==> src/rtl/ps2_pkg.sv <==
// Shared PS/2 definitions: the host transmitter FSM states, the frame parity helper
// and the common keyboard command bytes.
package ps2_pkg;

   typedef enum logic [2:0] {
      ST_IDLE      = 3'd0,
      ST_INHIBIT   = 3'd1,
      ST_START     = 3'd2,
      ST_SHIFT     = 3'd3,
      ST_ACK       = 3'd4,
      ST_WAIT_IDLE = 3'd5
   } ps2_state_e;

   localparam logic [7:0] CMD_SET_LEDS = 8'hED;
   localparam logic [7:0] CMD_ENABLE   = 8'hF4;
   localparam logic [7:0] CMD_RESET    = 8'hFF;
   localparam logic [7:0] ACK_BYTE     = 8'hFA;

   // PS/2 frames carry odd parity: data bits plus parity hold an odd number of ones.
   function automatic logic odd_parity(input logic [7:0] d);
      return ~^d;
   endfunction

endpackage

==> src/rtl/ps2_line_sync.sv <==
// Two-flop synchronizers for the PS/2 clock and data pins plus a registered
// falling-edge pulse on the synchronized clock. Shared with the keyboard receiver.
module ps2_line_sync (
   input  logic clk,
   input  logic rst_n,
   input  logic clk_in,
   input  logic data_in,
   output logic clk_s,
   output logic data_s,
   output logic clk_fall
);

   logic clk_s1_q, clk_s2_q, clk_prev_q;
   logic data_s1_q, data_s2_q;
   logic fall_q, fall_d;

   always_comb begin
      fall_d = clk_prev_q & ~clk_s2_q;
   end

   // Idle bus level is high, so reset to 1 to avoid a false edge after reset.
   always_ff @(posedge clk or negedge rst_n) begin
      if (!rst_n) begin
         clk_s1_q   <= 1'b1;
         clk_s2_q   <= 1'b1;
         clk_prev_q <= 1'b1;
         data_s1_q  <= 1'b1;
         data_s2_q  <= 1'b1;
         fall_q     <= 1'b0;
      end else begin
         clk_s1_q   <= clk_in;
         clk_s2_q   <= clk_s1_q;
         clk_prev_q <= clk_s2_q;
         data_s1_q  <= data_in;
         data_s2_q  <= data_s1_q;
         fall_q     <= fall_d;
      end
   end

   assign clk_s    = clk_s2_q;
   assign data_s   = data_s2_q;
   assign clk_fall = fall_q;

endmodule

==> src/rtl/ps2_host_tx.sv <==
// PS/2 host-to-device command transmitter: request-to-send, clocked-out frame,
// device acknowledge check, with a watchdog on the device clock.
//
// state     | meaning
// IDLE      | lines released, ready for a command byte
// INHIBIT   | clock held low to request to send
// START     | clock and data low (start bit) before clock release
// SHIFT     | device clocks out D0..D7, parity, stop
// ACK       | waiting for clock edge 11 to sample the acknowledge
// WAIT_IDLE | waiting for device to release both lines
module ps2_host_tx
   import ps2_pkg::*;
#(
   parameter int CLK_HZ         = 50_000_000,
   parameter int INHIBIT_CYCLES = 5000,
   parameter int START_CYCLES   = 250,
   parameter int TIMEOUT_CYCLES = 750_000
) (
   input  logic       clk,
   input  logic       rst_n,
   input  logic       ps2_clk_in,
   input  logic       ps2_data_in,
   output logic       ps2_clk_oe,
   output logic       ps2_data_oe,
   input  logic [7:0] tx_data,
   input  logic       tx_valid,
   output logic       tx_ready,
   output logic       busy,
   output logic       done,
   output logic       err
);

   localparam int MAX_A = (INHIBIT_CYCLES > START_CYCLES) ? INHIBIT_CYCLES : START_CYCLES;
   localparam int MAX_C = (TIMEOUT_CYCLES > MAX_A) ? TIMEOUT_CYCLES : MAX_A;
   localparam int TW    = $clog2(MAX_C + 1);

   if (CLK_HZ < 1) begin : g_clk_hz_invalid
      $error("CLK_HZ must be positive");
   end

   logic clk_s, data_s, clk_fall;

   ps2_line_sync u_sync (
      .clk      (clk),
      .rst_n    (rst_n),
      .clk_in   (ps2_clk_in),
      .data_in  (ps2_data_in),
      .clk_s    (clk_s),
      .data_s   (data_s),
      .clk_fall (clk_fall)
   );

   ps2_state_e      state_q, state_d;
   logic [TW-1:0]   timer_q, timer_d;
   logic [9:0]      shift_q, shift_d;
   logic [3:0]      nbit_q, nbit_d;
   logic            clk_oe_q, clk_oe_d;
   logic            data_oe_q, data_oe_d;
   logic            done_q, done_d;
   logic            err_q, err_d;
   logic            timer_tc;

   assign timer_tc = (timer_q == '0);

   always_comb begin
      state_d   = state_q;
      timer_d   = timer_q;
      shift_d   = shift_q;
      nbit_d    = nbit_q;
      clk_oe_d  = clk_oe_q;
      data_oe_d = data_oe_q;
      done_d    = 1'b0;
      err_d     = 1'b0;

      unique case (state_q)
         ST_IDLE: begin
            clk_oe_d  = 1'b0;
            data_oe_d = 1'b0;
            if (tx_valid) begin
               shift_d  = {1'b1, odd_parity(tx_data), tx_data};
               timer_d  = TW'(INHIBIT_CYCLES - 1);
               clk_oe_d = 1'b1;
               state_d  = ST_INHIBIT;
            end
         end
         ST_INHIBIT: begin
            if (timer_tc) begin
               timer_d   = TW'(START_CYCLES - 1);
               data_oe_d = 1'b1;
               state_d   = ST_START;
            end else begin
               timer_d = timer_q - 1'b1;
            end
         end
         ST_START: begin
            if (timer_tc) begin
               clk_oe_d = 1'b0;
               timer_d  = TW'(TIMEOUT_CYCLES - 1);
               nbit_d   = '0;
               state_d  = ST_SHIFT;
            end else begin
               timer_d = timer_q - 1'b1;
            end
         end
         ST_SHIFT: begin
            if (clk_fall) begin
               data_oe_d = ~shift_q[0];
               shift_d   = {1'b0, shift_q[9:1]};
               nbit_d    = nbit_q + 1'b1;
               timer_d   = TW'(TIMEOUT_CYCLES - 1);
               if (nbit_q == 4'd9) state_d = ST_ACK;
            end else if (timer_tc) begin
               clk_oe_d  = 1'b0;
               data_oe_d = 1'b0;
               err_d     = 1'b1;
               state_d   = ST_IDLE;
            end else begin
               timer_d = timer_q - 1'b1;
            end
         end
         ST_ACK: begin
            if (clk_fall) begin
               timer_d = TW'(TIMEOUT_CYCLES - 1);
               if (!data_s) begin
                  state_d = ST_WAIT_IDLE;
               end else begin
                  data_oe_d = 1'b0;
                  err_d     = 1'b1;
                  state_d   = ST_IDLE;
               end
            end else if (timer_tc) begin
               clk_oe_d  = 1'b0;
               data_oe_d = 1'b0;
               err_d     = 1'b1;
               state_d   = ST_IDLE;
            end else begin
               timer_d = timer_q - 1'b1;
            end
         end
         ST_WAIT_IDLE: begin
            if (clk_s && data_s) begin
               data_oe_d = 1'b0;
               done_d    = 1'b1;
               state_d   = ST_IDLE;
            end else if (timer_tc) begin
               clk_oe_d  = 1'b0;
               data_oe_d = 1'b0;
               err_d     = 1'b1;
               state_d   = ST_IDLE;
            end else begin
               timer_d = timer_q - 1'b1;
            end
         end
         default: begin
            clk_oe_d  = 1'b0;
            data_oe_d = 1'b0;
            state_d   = ST_IDLE;
         end
      endcase
   end

   always_ff @(posedge clk or negedge rst_n) begin
      if (!rst_n) begin
         state_q   <= ST_IDLE;
         timer_q   <= '0;
         shift_q   <= '0;
         nbit_q    <= '0;
         clk_oe_q  <= 1'b0;
         data_oe_q <= 1'b0;
         done_q    <= 1'b0;
         err_q     <= 1'b0;
      end else begin
         state_q   <= state_d;
         timer_q   <= timer_d;
         shift_q   <= shift_d;
         nbit_q    <= nbit_d;
         clk_oe_q  <= clk_oe_d;
         data_oe_q <= data_oe_d;
         done_q    <= done_d;
         err_q     <= err_d;
      end
   end

   assign ps2_clk_oe  = clk_oe_q;
   assign ps2_data_oe = data_oe_q;
   assign tx_ready    = (state_q == ST_IDLE);
   assign busy        = (state_q != ST_IDLE);
   assign done        = done_q;
   assign err         = err_q;

endmodule

==> config.mk <==
export PLATFORM = sky130hd
export DESIGN_NAME = ps2_host_tx
export DESIGN_NICKNAME = d
export VERILOG_FILES = /design/src/rtl/ps2_pkg.sv /design/src/rtl/ps2_line_sync.sv /design/src/rtl/ps2_host_tx.sv
export SDC_FILE = /design/constraint.sdc
export NUM_CORES = 1
export LEC_CHECK = 0
export CAP_MARGIN = 40
export CORE_MARGIN = 1.5
export CORE_UTILIZATION = 54
export CTS_CLUSTER_SIZE = 10
export DETAILED_ROUTE_END_ITERATION = 16
export PLACE_DENSITY = 0.8
export SYNTH_ARGS = -nofsm -noshare
export SYNTH_HDL_FRONTEND = slang
export SYNTH_HIERARCHICAL = 1
export SYNTH_SLANG_ARGS = --single-unit
export TNS_END_PERCENT = 100
==> constraint.sdc <==
create_clock -name clk -period 2.5 [get_ports clk]
set_clock_uncertainty 0.2 [all_clocks]
set_input_delay 0.75 -clock clk [delete_from_list [all_inputs] [get_ports clk]]
set_output_delay 0.75 -clock clk [all_outputs]
set_load 0.005 [all_outputs]
**Word-level counts from Yosys, hierarchy flattened**

Index checks and enable logic that the tools add are counted.

- Output and inout port bits: 6
- Register bits after elaboration: 47
- Logic and storage cells: 93

- Multiplexer cells: 43
- Add/subtract/negate cells: 2
- Reductions and logical operators: 15
- Eq/ne operators: 14
- Bitwise logic cells: 5

Operators with widths:

| kind | count |
|---|---|
| two-way mux 20 bit | 6 |
| case mux 20 bit (5 select lines) | 1 |
| two-way mux 3 bit | 9 |
| logical NOT 20 bit | 1 |
| two-way mux 10 bit | 2 |
| case mux 10 bit (2 select lines) | 1 |
| subtractor 20 x 1 -> 20 bit (second input constant) | 1 |
| case mux 3 bit (6 select lines) | 1 |
| two-way mux 1 bit | 17 |
| AND reduction 3 bit | 5 |
| != test 2 bit (second input constant) | 5 |
| case mux 1 bit (5 select lines) | 2 |
| two-way mux 4 bit | 2 |
| case mux 4 bit (2 select lines) | 1 |
| XNOR reduction 8 bit | 1 |
| == test 3 x 2 -> 1 bit (second input constant) | 2 |
| == test 3 bit (second input constant) | 2 |
| nonzero test 5 bit | 1 |
| adder 4 x 1 -> 4 bit (second input constant) | 1 |
| == test 4 bit (second input constant) | 1 |
| NOT 1 bit | 4 |
| AND reduction 4 bit | 1 |
| nonzero test 2 bit | 2 |
| == test 3 x 1 -> 1 bit (second input constant) | 1 |
| 9 further kinds | 9 |

**Longest topological paths before layout**

Gate-level depths: netlist (run 1).

- Word-level depth: 4
- Mapped depth: 11
- Gate-level depth less buffers: 10

**Modules after synthesis**

The synthesis (run 1) kept the hierarchy.

By module, submodules not included:

| module | area each (um^2) | cells an instance | times used |
|---|---|---|---|
| ps2_host_tx | 2930.3 | 333 | 1 |
| ps2_line_sync | 170.2 | 7 | 1 |

**Worst setup path after synthesis (run 1)**

No wires, ideal clock.

- Path kind: register to register
- Start: reg timer_q[10]
- End: reg timer_q[0]
- Required time: 2.162 ns
- Clock period less this slack: 2.533 ns
- Stages on the path, launching flop included: 10
- Arrival: 2.195 ns
- Setup slack: -0.033 ns
- Cell sequence: dfrtp_1 -> buf_6 -> nor4_4 -> nand3_2 -> nor2_4 -> inv_2 -> buf_2 -> ha_1 -> a2111oi_0 -> a21oi_1

- Cells in the longest elaborated chain, start to end: 4

Ends and longest elaborated chain:

| element | RTL line | text |
|---|---|---|
| start, declared | ps2_host_tx.sv:54 | `logic [TW-1:0] timer_q, timer_d;` |
| start signal, assigned | ps2_host_tx.sv:174 | `timer_q <= timer_d;` |
| logical NOT 20 bit (*) | ps2_host_tx.sv:63 | `assign timer_tc = (timer_q == '0);` |
| two-way mux 20 bit | - |  |
| two-way mux 20 bit, on equally long branches | - |  |
| case mux 20 bit (5 select lines) (*) | ps2_host_tx.sv:75 | `unique case (state_q)` |

Every way passes the cells marked *; elsewhere a longest branch is shown, timed or not. The select of a mux whose other input is x is not followed.
A chain may end at the register's enable or synchronous reset.

**Worst setup path after layout (run 1)**

- Start: in tx_valid
- End: reg timer_q[17]

- Cells in the longest elaborated chain, start to end: 2

Ends and longest elaborated chain:

| element | RTL line | text |
|---|---|---|
| start, declared | ps2_host_tx.sv:26 | `input logic tx_valid,` |
| != test 2 bit (no source line) | - |  |
| AND reduction 3 bit (no source line) | - |  |

No other way between the ends.

==> results of run 1 <==
-- sequential cells by signal, indices dropped and copies added (netlist names), 3 cells and up --
register and flops:
state_q 3, shift_q 10, nbit_q 4, timer_q 20
-- synthesized netlist by cell type, types with 6 or more instances --
cell | instances | area (µm²)
dfrtp_1 | 42 | 1050
nand2_1 | 32 | 120
nor2_1 | 24 | 90.1
o21ai_0 | 22 | 110
a21oi_1 | 18 | 90.1
nor3_1 | 11 | 55.1
mux2i_1 | 9 | 90.1
clkbuf_1 | 8 | 30.0
inv_1 | 8 | 30.0
a31oi_1 | 7 | 43.8
ha_1 | 7 | 87.6
nand3_1 | 7 | 35.0
xnor2_1 | 7 | 61.3
o211ai_1 | 6 | 45.0
-- final timing paths --
kind	from	endpoint	slack [ns]	cells past startpoint
hold / removal	u_sync/data_s1_q	u_sync/data_s	0.16	0
setup / recovery	tx_valid	timer_q[17]	0.11	6
hold reg to reg	u_sync/data_s1_q	u_sync/data_s	0.16	0
max in group asynchronous	rst_n	ps2_data_oe	1.36	2
min in group asynchronous	rst_n	timer_q[0]	0.32	2
setup reg to reg	timer_q[10]	timer_q[17]	0.11	6
-- metal layers --
| metal | vias up | global-route usage | share of wire |
|---|---|---|---|
| met2 | 138 | 0.499 | 0.50 |
| met4 | 0 | 0.113 | 0.021 |
| met3 | 24 | 0.0414 | 0.070 |
| li1 | 1385 | - | - |
| met5 | - | 0 | 0 |
| met1 | 1439 | 0.363 | 0.41 |
-- worst reg2reg max path, stage by stage (launching register included) --
cell and delay (ns):
dfrtp_1 0.43, nor4_4 0.37, buf_4 0.20, nand2_4 0.08, or4_4 0.50, a2111o_1 0.37
or4b_1 0.18
-- power groups by stage --
stage	Sequential (W)	Clock (W)	Combinational, W
finish	0.000773	0.000479	0.0000707
global route	0.000774	0.000509	0.0000803
CTS	0.000773	0.000484	0.0000730
detailed placement	0.000788	0	0.0000724
global placement	0.000788	0	0.0000707
floorplan	0.000785	0	0.0000313
-- cell families (layout without fill, tap and decap cells) --
| logic type | Yosys count | in the layout |
|---|---|---|
| fa+ha+maj | 7 | 7 |
| flops | 47 | 47 |
| buf+inv | 30 | 79 |
| mux | 10 | 10 |
| simple gates | 125 | 125 |
| compound gates | 109 | 109 |
| xor+xnor | 12 | 12 |
-- layout make-up --
| cell class | count | area, µm² | area share |
|---|---|---|---|
| repair buffers | 61 | 508 | 0.137 |
| inverters | 10 | 37.5 | 0.0102 |
| multi-input cells | 263 | 1790 | 0.484 |
| clock buffers | 7 | 86.3 | 0.0234 |
| flip-flops and latches | 47 | 1180 | 0.320 |
| clock inverters | 1 | 5.00 | 0.00135 |
| well taps | 72 | 90.1 | 0.0244 |
-- per-stage QoR --
stage	hold slack, ns	setup slack, ns
floorplan	0.145	0.00102
global placement	0.146	-0.119
detailed placement	0.149	-0.203
CTS	0.161	0.0744
global route	0.162	0.0192
finish	0.160	0.105
-- repair_timing --
| action | CTS | global route |
|---|---|---|
| cloned | 0 | 0 |
| hold buffers | 0 | 0 |
| gates resized for setup | 3 | 0 |
| setup buffers | 0 | 1 |
| pin swaps | 0 | 1 |
| endpoints found under the setup margin | 2 | 1 |
==> impl_metrics.json, run 1 <==
{
  "status": "complete, no violations",
  "synth_xor_area_frac": 0.0339,
  "drive_above_1_share": 0.206,
  "synth-seq-cells": 47,
  "antenna_found_initial": 0,
  "coreArea_um2": 5510,
  "comb_power_share": 0.053,
  "rsz0062_at_grt": "false",
  "io-pin-count": 19,
  "grt_max_degree": 48,
  "cts.path.max_buffers": 2,
  "track_usage": 0.288,
  "areaGrowthSynthToFinish_pct": 19.2,
  "pwr-share-clk": 0.362,
  "synth_cells": 340,
  "grt_pass1_wl_um": 13900,
  "detail-route-antenna-nets": 0,
  "period_needed_ns": 2.39,
  "p_total_w": 0.00132,
  "dp_hpwl_um": 6000,
  "p_sw_frac": 0.223,
  "cts.sinks": 47,
  "wl_per_cell_um": 18.1,
  "stdcell_count": 461,
  "slowest_delay_ns": 0.49,
  "critPathBufInv": 2,
  "drc": 0,
  "peakVddDrop_mv": 0.303,
  "crit_type": "in -> reg",
  "ys_types": 75,
  "grt_pass1_vias": 2890,
  "p_leak_nw": 1.51,
  "worstPathMaxFanout": 4,
  "postLayoutCellArea_um2": 3700,
  "htreeDepth": 2,
  "finalSetupViolCount": 0,
  "maxSlewHeadroom": 0.601,
  "clk_pin_slew_worst_paths_ns": 0.08,
  "syn_area_um2": 3100,
  "nets": 408,
  "placed_area_um2": 3600,
  "cp_cell_sequence": "clkdlybuf4s50_1, inv_1, a221o_1, nand2_1, o31ai_1, or4b_1",
  "avgViaCountPerCell": 6.48,
  "clockRootBuffer": "clkbuf_8",
  "overflow": 0,
  "rows": 27,
  "critPathTopFamily": "simple AND/OR/NAND/NOR gates",
  "hold_violations": 0,
  "cts_tree": "built",
  "finalSetupTns_ns": 0,
  "cap_violations": 0,
  "antenna_cells": 0,
  "synth_top_family_by_area": "compound AO/OA/AOI/OAI gates",
  "drtIter0Drc": 288,
  "required_ns": 2.47,
  "syn_nets": 360,
  "drv_slew": 0,
  "gp_congestion": 0.915,
  "synth-edff-count": 0,
  "async_flop_share": 1.00,
  "die-area_um2": 6210,
  "synth_compound_area_frac": 0.248,
  "synth-simple-area-share": 0.230,
  "cts_buffers": 5,
  "dp_cells": 452,
  "clock.fmax_mhz": 418,
  "powerDensity_nw_per_um2": 358,
  "fillers": 469,
  "p_seq_frac": 0.585,
  "avgSynthCellArea_um2": 9.12,
  "worst_slew_pin_slew_ns": 0.599,
  "yosys-mux-area-fraction": 0.0327,
  "synth-main-ff-cell": "dfrtp_1",
  "fin_util": 0.671,
  "drt-total-wl_um": 8330,
  "via_count": 2986,
  "yosys_warnings": 6,
  "start_kind": "primary input",
  "die_y_um": 78.8,
  "hold_class": "reg -> reg",
  "insertion_delay_ns": 0.31,
  "finalCritPeriodShare": 0.958,
  "critPathCaptureType": "flip-flop",
  "die_x_um": 78.8,
  "final_cell_mix": "dfrtp_1 (42), buf_4 (42), nand2_1 (32)",
  "first_pass_iters": 5,
  "power.internal_w": 0.00103,
  "synth_adder_area_share": 0.0282,
  "cp_data_arrival_time_ns": 2.36,
  "power.switching_w": 0.000295,
  "cp_slowest_cell": "or4b_1",
  "start_util": 0.563,
  "port_buffers": 18,
  "ys_seq_area_frac": 0.381
}
No activity file was read; power rests on OpenSTA's default activity.
==> run 2, diff against run 1 <==
Settings changed: CTS_CLUSTER_DIAMETER set to 30.
==> results of run 2 <==
The final DEF is identical to that of run 1; final timing and power are the same.
==> RTL change (settings of run 2) <==
Set the parameter `TIMEOUT_CYCLES` to 375_000 (it was 750_000).
--- a/src/rtl/ps2_host_tx.sv
+++ b/src/rtl/ps2_host_tx.sv
@@ -14,7 +14,7 @@
    parameter int CLK_HZ         = 50_000_000,
    parameter int INHIBIT_CYCLES = 5000,
    parameter int START_CYCLES   = 250,
-   parameter int TIMEOUT_CYCLES = 750_000
+   parameter int TIMEOUT_CYCLES = 375_000
 ) (
    input  logic       clk,
    input  logic       rst_n,
Check against the original RTL: same outputs for any inputs over 10 cycles, from zero or initial values and one cycle with rst_n low; that may be too few to reach the edited logic, so the function may still have changed.
==> RTL change against run 2 <==
Final area fell by 1.8%; final cell count fell by 4.1%; sequential cell count fell by 1; synthesized area fell by 1.6%; setup slack got worse by 0.015 ns; non-clock buffer count fell by 8; routed wire length fell by 3.9%; synthesized cell count fell by 3.8%; first-iteration DRC count rose by 45%; critical path type is now flop to output port.
Power is not compared: it rests on default switching activity, and its combinational part moved more than twofold at a synthesized area within 25%.
==> RTL change: results (changes against run 2) <==
| Metric | Value |
|---|---|
| Post-DP HPWL | 5.83 mm (-2.8%) |
| Crit-path slowest cell | dfrtp_2 |
| H-tree Lvls | 2 (unchanged) |
| Critical path startpoint | state_q[2]$_DFFE_PN0P_ |
| Top post-synthesis cells by count | 41 x dfrtp_1, 27 x nand2_1, 24 x nor2_1, 23 x a21oi_1, 17 x o21ai_0 |
| WP data arrival | 1.46 ns (-0.90 ns) |
| Largest net degree at the start of global routing | 23 (-52%) |
| Met2 Use GR | 45.0% (-5.0 points) |
| Status | completed |
| Initial antenna violation count | 0 (unchanged) |
| Setup WS post-layout | 0.0906 ns (-0.0148 ns) |
| Max incr delay on CP | ~0.48 ns |
| CTS buffer count | 5 (unchanged) |
| Clock Latency Late Sink | 0.30 ns |
| Number of diodes | 0 (unchanged) |
| Final nets | 389 (-4.7%) |
| Reg2reg end | timer_q[0]$_DFFE_PN0P_ |
| VDD IR max | between 500 and 600 uV |
| Register area share after synthesis | 37.9% (-0.19 points) |
| DR vias/cell | 6.47 (-0.17%) |
| CTS clk-pin slew, worst paths | 0.09 ns |
| CTS max path bufs | 2 (unchanged) |
| Initial DRC Count | 418 (+45%) |
| CP max FO | 6 (+2) |
| Synth area leaders | dfrtp_1 34%, dfstp_2 4.3%, a21oi_1 3.8% |
| Asr flop ratio synth | 100% (unchanged) |
| Vias in the first global route | 2,723 (-5.8%) |
| R2r setup slk | 0.16 ns (+0.05 ns) |
| Root Buffer | clkbuf_8 |
| Warnings from Yosys | 6 (unchanged) |
| Reg2Reg Launch Point | timer_q[0]$_DFFE_PN0P_ |
| Post-synthesis cell type count | 71 (-5.3%) |
| Setup WS pre-CTS | -0.0104 ns (+0.192 ns) |
| Leakage | between 1.5 and 2 nW |
| Pre-antenna DRT Iters | 5 (unchanged) |
| Port Buffers | 18 (unchanged) |
| Slew at the pin closest to its max-slew limit | 0.537 ns (-0.0620 ns) |
| Filler cells | 434 (-7.5%) |
| Biggest registers after layout | timer_q (19), shift_q (10), nbit_q (4) |
| Hold endpoint | u_sync/clk_s$_DFF_PN1_ |
| Ratio of cells with drive above 1 in the final layout | 21.9% (+1.3 points) |
| Min-delay src | u_sync/clk_s1_q$_DFF_PN1_ |
| Placed cell area | 0.00344 sq mm (-4.4%) |
| M1 GR Usage | 36.9% (+0.65 points) |
| DR WL/cell | 18.1 um (+0.23%) |
| Internal cell power | around 2.2 mW |
| Worst reg2reg path depth | 10 (+4) |
| Top Family by Delay on Critical Path | buffers and inverters |
| Crit path to | busy |
| Syn_nets | 347 (-3.6%) |
| Grt met3 use | 5.58% (+1.4 points) |
| GRT Total Usage | 27.9% (-0.96 points) |
| WHS Path Cells | 0 (unchanged) |
| Worst Hold Class | flop to flop |
| Gp weighted congestion | 0.990 (+8.2%) |
| Global-route wire length before repair | 13.4 mm (-4.0%) |
-- RTL change: changes by cell type after synthesis, sizes merged, moves of 5 or more --
cell	change
a211o	+7
o211ai	-6
nand2	-5
o2bb2ai	+5
o21ai	-8
-- RTL change: cell type report --
class                   instances  area, sq um  share of cell area (%)
multi-input cells             252         1750                    48.3
repair buffers                 53          440                    12.1
flip-flops and latches         46         1160                    32.0
clock buffers                   6         82.6                    2.28
well taps                      72         90.1                    2.48
clock inverters                 2         60.1                    1.65
inverters                      11         41.3                    1.14
-- RTL change: repair_timing --
action	in CTS	in global routing
setup buffers	1	3
gates resized for setup	2	5
endpoints found under the setup margin	2	9
gates cloned	0	0
-- RTL change: power groups by stage --
stage                     logic [mW]  clock network (mW)  registers [mW]
after CTS                       1.74               0.698            1.14
after floorplan                 1.19                   0            1.13
after global placement          1.69                   0            1.14
after global routing            1.95               0.729            1.18
final                           1.79               0.687            1.15
after detailed placement        1.73                   0            1.15
-- RTL change: per-layer routing --
layer,vias up,wire length (um)
met5,-,0
met3,31,588
met4,0,225
met2,171,3780
li1,1300,-
met1,1356,3410
-- RTL change: metrics by stage --
step / hold WS (ns) / util, % / cells / TNS [ns]
global route: 0.168 / 66.3 / 442 / -0.0167
detailed placement: 0.150 / 62.8 / 430 / -0.0104
floorplan: 0.145 / - / 327 / 0
CTS: 0.161 / 65.7 / 439 / 0
finish: 0.160 / 66.3 / 442 / 0
global placement: 0.146 / 62.8 / 430 / 0
-- RTL change: cell families after synthesis --
logic type,after synthesis,synth area share (%)
AO/OA/AOI/OAI,101,23.4
AND/OR/NAND/NOR,121,23.2
adder cells (fa/ha/maj),7,2.87
XOR/XNOR,13,3.73
multiplexers,10,3.36
buffers and inverters,29,5.50
flip-flops,46,37.9
